**src/rtl/load_store_unit.sv**
```systemverilog
// load_store_unit
// Initiator side of the 8-bit synchronous data memory port. Accepts LOAD,
// STORE and multi-byte COPY requests from the core over valid/ready, drives
// registered memory strobes decoded from the FSM state, and returns a single
// cycle response pulse. COPY moves one byte every three cycles (read,
// capture, write) in ascending order. Overlapping ranges therefore replicate
// bytes, and that is the intended behaviour.
module load_store_unit #(
   parameter int ADDR_W = 8,
   parameter int DATA_W = 8
) (
   input  logic              clk,
   input  logic              reset,
   input  logic              req_valid,
   output logic              req_ready,
   input  logic [1:0]        req_op,
   input  logic [ADDR_W-1:0] req_addr,
   input  logic [ADDR_W-1:0] req_addr2,
   input  logic [DATA_W-1:0] req_data,
   input  logic [7:0]        req_len,
   output logic              rsp_valid,
   output logic [DATA_W-1:0] rsp_data,
   output logic              rsp_err,
   output logic              busy,
   output logic              mem_wen,
   output logic              mem_ren,
   output logic [ADDR_W-1:0] mem_addr,
   output logic [DATA_W-1:0] mem_wdata,
   input  logic [DATA_W-1:0] mem_rdata
);

   localparam logic [1:0] OP_LOAD  = 2'b00;
   localparam logic [1:0] OP_STORE = 2'b01;
   localparam logic [1:0] OP_COPY  = 2'b10;

   typedef enum logic [2:0] {
      IDLE,
      ST_WR,
      LD_RD,
      LD_CAP,
      CP_RD,
      CP_CAP,
      CP_WR,
      RESP
   } state_t;

   state_t state_q, state_d;

   logic [ADDR_W-1:0] src_q;
   logic [ADDR_W-1:0] dst_q;
   logic [7:0]        len_q;
   logic [7:0]        idx_q, idx_d;

   logic              mem_wen_d, mem_ren_d;
   logic [ADDR_W-1:0] mem_addr_d;
   logic [DATA_W-1:0] mem_wdata_d;
   logic              rsp_valid_d, rsp_err_d;
   logic [DATA_W-1:0] rsp_data_d;

   logic accept;

   assign req_ready = (state_q == IDLE) && !reset;
   assign accept    = req_valid && req_ready;
   assign busy      = (state_q != IDLE);

   // Next state plus next values of every registered output. The memory
   // strobes are computed one step ahead so they line up with their state.
   // mem_wdata doubles as the copy byte buffer.
   always_comb begin
      state_d     = state_q;
      idx_d       = idx_q;
      mem_wen_d   = 1'b0;
      mem_ren_d   = 1'b0;
      mem_addr_d  = mem_addr;
      mem_wdata_d = mem_wdata;
      rsp_valid_d = 1'b0;
      rsp_data_d  = rsp_data;
      rsp_err_d   = rsp_err;
      case (state_q)
         IDLE: begin
            if (accept) begin
               case (req_op)
                  OP_LOAD: begin
                     state_d    = LD_RD;
                     mem_ren_d  = 1'b1;
                     mem_addr_d = req_addr;
                  end
                  OP_STORE: begin
                     state_d     = ST_WR;
                     mem_wen_d   = 1'b1;
                     mem_addr_d  = req_addr;
                     mem_wdata_d = req_data;
                  end
                  OP_COPY: begin
                     idx_d = 8'd0;
                     if (req_len == 8'd0) begin
                        state_d     = RESP;
                        rsp_valid_d = 1'b1;
                        rsp_data_d  = '0;
                        rsp_err_d   = 1'b0;
                     end else begin
                        state_d    = CP_RD;
                        mem_ren_d  = 1'b1;
                        mem_addr_d = req_addr;
                     end
                  end
                  default: begin
                     state_d     = RESP;
                     rsp_valid_d = 1'b1;
                     rsp_data_d  = '0;
                     rsp_err_d   = 1'b1;
                  end
               endcase
            end
         end
         ST_WR: begin
            state_d     = RESP;
            rsp_valid_d = 1'b1;
            rsp_data_d  = '0;
            rsp_err_d   = 1'b0;
         end
         LD_RD: begin
            state_d = LD_CAP;
         end
         LD_CAP: begin
            state_d     = RESP;
            rsp_valid_d = 1'b1;
            rsp_data_d  = mem_rdata;
            rsp_err_d   = 1'b0;
         end
         CP_RD: begin
            state_d = CP_CAP;
         end
         CP_CAP: begin
            state_d     = CP_WR;
            mem_wen_d   = 1'b1;
            mem_addr_d  = dst_q + ADDR_W'(idx_q);
            mem_wdata_d = mem_rdata;
         end
         CP_WR: begin
            if (idx_q + 8'd1 == len_q) begin
               state_d     = RESP;
               rsp_valid_d = 1'b1;
               rsp_data_d  = DATA_W'(len_q);
               rsp_err_d   = 1'b0;
            end else begin
               state_d    = CP_RD;
               idx_d      = idx_q + 8'd1;
               mem_ren_d  = 1'b1;
               mem_addr_d = src_q + ADDR_W'(idx_q + 8'd1);
            end
         end
         RESP: begin
            state_d = IDLE;
         end
         default: begin
            state_d = IDLE;
         end
      endcase
   end

   // State, request latches and registered outputs; reset abandons any
   // operation in flight without producing a response.
   always_ff @(posedge clk) begin
      if (reset) begin
         state_q   <= IDLE;
         src_q     <= '0;
         dst_q     <= '0;
         len_q     <= 8'd0;
         idx_q     <= 8'd0;
         mem_wen   <= 1'b0;
         mem_ren   <= 1'b0;
         mem_addr  <= '0;
         mem_wdata <= '0;
         rsp_valid <= 1'b0;
         rsp_data  <= '0;
         rsp_err   <= 1'b0;
      end else begin
         state_q   <= state_d;
         idx_q     <= idx_d;
         mem_wen   <= mem_wen_d;
         mem_ren   <= mem_ren_d;
         mem_addr  <= mem_addr_d;
         mem_wdata <= mem_wdata_d;
         rsp_valid <= rsp_valid_d;
         rsp_data  <= rsp_data_d;
         rsp_err   <= rsp_err_d;
         if (accept) begin
            src_q <= req_addr;
            dst_q <= req_addr2;
            len_q <= req_len;
         end
      end
   end

endmodule

```
**config.mk**
```make
export PLATFORM = sky130hd
export DESIGN_NAME = load_store_unit
export DESIGN_NICKNAME = d
export VERILOG_FILES = /design/src/rtl/load_store_unit.sv
export SDC_FILE = /design/constraint.sdc
export NUM_CORES = 1
export LEC_CHECK = 0
export CAP_MARGIN = 20
export CORE_MARGIN = 1
export CORE_UTILIZATION = 30
export CTS_CLUSTER_SIZE = 20
export DETAILED_ROUTE_END_ITERATION = 6
export GPL_ROUTABILITY_DRIVEN = 0
export SLEW_MARGIN = 20
export SYNTH_ARGS = -nofsm -noshare
export SYNTH_HDL_FRONTEND = slang
export SYNTH_SLANG_ARGS = --single-unit
```
**constraint.sdc**
```tcl
create_clock -name clk -period 2.5 [get_ports clk]
set_input_delay 0.25 -clock clk [delete_from_list [all_inputs] [get_ports clk]]
set_output_delay 0.25 -clock clk [all_outputs]
set_load 0.01 [all_outputs]
```
==> metrics.cfg <==
[power_and_ir_drop]
power.clock.fraction_pct = 36.8
p_per_area_nw_per_um2 = 621
p_leak_nw = 2.34
internal-power_mw = 2.32
p_switching_mw = 1.01
power_frac_seq_pct = 35.2
p_sw_share_pct = 30.4
power_mw = 3.34
combPwrFrac_pct = 28.0
peakVddDrop_v = 0.000307

[synth]
avgSynthCellArea_sq_um = 8.42
synthTopCellsByCount = nand2_1, dfxtp_1, nor2_1
syn_nets = 515
synthFlopType = dfxtp_1
async_flop_share_pct = 0
synth_top_area_cell = dfxtp_1
syn-cell-area_sq_um = 3810
synth_most_common_cell = nand2_1
seq_area_frac_synth_pct = 33.1
yosysWarnings = 0
synth_cells = 453
ys_types = 66
synth_seq_cells = 63
synth_edf_count = 0
yosysTopAreaCellShare_pct = 33.1
synth.area.top_cells = dfxtp_1, nand2_1, a211oi_1

[route]
vias = 3764
vias_per_cell = 5.18
drtIter0Drc = 243
drcViolationCount = 0
wire_per_inst_microns = 16.3
drtAntennaViolNets = 0
first_pass_iters = 4
wl_mm = 11.8

[worst_setup_path]
crit_fanout = 7
crit_path_start_kind = register
worst_ep_required_time_ns = 2.72
rr_worst_depth = 11
crit_path_end_kind = register
reg2reg_slack_ns = 0.005
critical_path_arrival_ns = 2.72
r2r-start = idx_q[0]
timing.rr.end = mem_addr[4]
critical_path_class = reg -> reg

[timing]
tns_ns = 0
max_freq_mhz = 401
timing.final.crit_period_ns = 2.50
grt_setup_unrepaired = true
relSlewSlack_pct = 53.6
whs_ns = 0.446
tightest_slew_ns = 0.693
finalSetupViolCount = 0
fin_ws_ns = 0.00492
fin_skew_ns = 0.00772
period_share_pct = 99.8
drv_slew = 0
hold_viol = 0

[clock_network]
clk_latency_ns = 0.34
cts_root_buf = clkbuf_16
clock_path_buffers = 2
cts_sinks = 63
cts_tree = built
numCtsBuffers = 9
cts-htree-levels = 3
path_clk_slew_ns = 0.05

[grt]
grt_start_max_net_pins = 27
grt_pass1_wl_mm = 17.9
grt_pass1_vias = 3438
antenna_found_initial = 0
grt_overflow = 0
grt.total_usage_pct = 17.8

[floorplan]
die_x_microns = 115
start_util_pct = 31.2
core-area_sq_um = 12200
num_rows = 40
die-area_sq_um = 13200
die_h_microns = 115
ios = 75

[cells_and_area]
drive_gt1_share_pct = 15.6
fillers = 1229
nets = 616
final_area_sq_um = 5380
diodes = 0
area_delta_synth_final_pct = 41.0

[placement]
placed_area_sq_um = 4860
portBuffers = 74
place_ws_ns = -0.0118
hpwl_mm = 8.61

[worst_hold_path]
min-delay-start = req_addr2[0]
hp-class = in -> reg
hold_path_end = dst_q[0]
holdPathStages = 3

[status]
status = complete, no violations

[job]
max_cap_viol_count = 0

registers in the layout, indices dropped and copies added (netlist names):
| name | flops |
|---|---|
| idx_q | 8 |
| rsp_data | 8 |
| mem_wdata | 8 |
| mem_ren | 1 |
| src_q | 8 |
| len_q | 8 |
| rsp_err | 1 |
| state_q | 3 |
| dst_q | 8 |
| rsp_valid | 1 |
| mem_addr | 8 |
| mem_wen | 1 |
repair_timing:
| item | CTS | global route |
|---|---|---|
| hold buffers | 0 | 0 |
| gates cloned | 0 | 2 |
| setup endpoints to repair | 1 | 23 |
| buffers inserted | 2 | 13 |
| resized for setup | 0 | 18 |
| pin swaps | 1 | 10 |
stage by stage:
stage | instances | utilization [%]
floorplan | 453 | -
global placement | 694 | 39.8
detailed placement | 694 | 39.8
CTS | 711 | 42.3
global route | 726 | 44.1
finish | 726 | 44.1
placed cells by master, fill, tap and decap left out, types with 5 or more instances in the layout:
master / instances
o21ai_0: 8
nor3_1: 6
nor2b_1: 7
a22oi_1: 8
nand2_1: 73
a211oi_2: 5
nand3_1: 28
clkbuf_16: 12
a21oi_1: 21
a21o_1: 8
nor2_1: 29
a41o_1: 10
o22ai_1: 8
mux2i_1: 12
buf_4: 39
ha_1: 13
o21ai_1: 6
xor2_1: 11
a211oi_1: 21
dfxtp_1: 61
clkdlybuf4s50_1: 74
inv_1: 12
xnor2_1: 13
cells by family after synthesis:
logic type | after synthesis | share of synthesized area, %
XOR/XNOR | 25 | 6.10
AO/OA/AOI/OAI | 123 | 24.2
adder cells (fa/ha/maj) | 18 | 6.23
buffers and inverters | 42 | 5.94
multiplexers | 13 | 3.44
AND/OR/NAND/NOR | 169 | 21.0
flip-flops | 63 | 33.1
layout make-up:
cell class | count | area, sq um | share of cell area [%]
Timing Repair Buffer | 120 | 1160 | 21.5
Inverter | 12 | 45.0 | 0.837
Tap cell | 168 | 210 | 3.91
Clock inverter | 3 | 15.0 | 0.279
Clock buffer | 12 | 278 | 5.16
Sequential cell | 63 | 1270 | 23.6
Multi-Input combinational cell | 348 | 2410 | 44.7
worst max-delay path: stages (launching register included):
cell and delay, ns:
dfxtp_4 0.37, ha_4 0.18, buf_6 0.12, maj3_2 0.29
o22a_1 0.25, a2111oi_4 0.31, buf_4 0.20, buf_6 0.10
a31oi_4 0.15, buf_6 0.21, mux2i_1 0.14, nor2_1 0.05
power groups by stage:
stage / Sequential (mW) / Clock, mW / Combinational (mW)
2_1_floorplan: 1.20 / 0 / 0.502
3_3_place_gp: 1.19 / 0 / 0.849
3_5_place_dp: 1.20 / 0 / 0.860
4_1_cts: 1.18 / 1.25 / 0.865
5_1_grt: 1.19 / 1.31 / 1.02
6_report: 1.18 / 1.23 / 0.936
metal layers:
layer	global-route usage [%]	routed length (microns)	vias up
met2	27.7	5660	91
li1	-	-	1856
met4	7.10	203	0
met3	4.38	630	19
met1	23.6	5320	1798
met5	0	0	-
worst max path at each step:
stage	startpoint	endpoint	slack, ns
CTS	idx_q[0]	mem_addr[7]	0.01
global placement	idx_q[0]	mem_addr[7]	0.05
floorplan	idx_q[0]	mem_addr[7]	0.009
detailed placement	idx_q[0]	mem_addr[7]	-0.01
finish	idx_q[0]	mem_addr[4]	0.005
global route	idx_q[0]	mem_addr[7]	-0.12
Note: power is estimated with default switching activity, not from simulation.
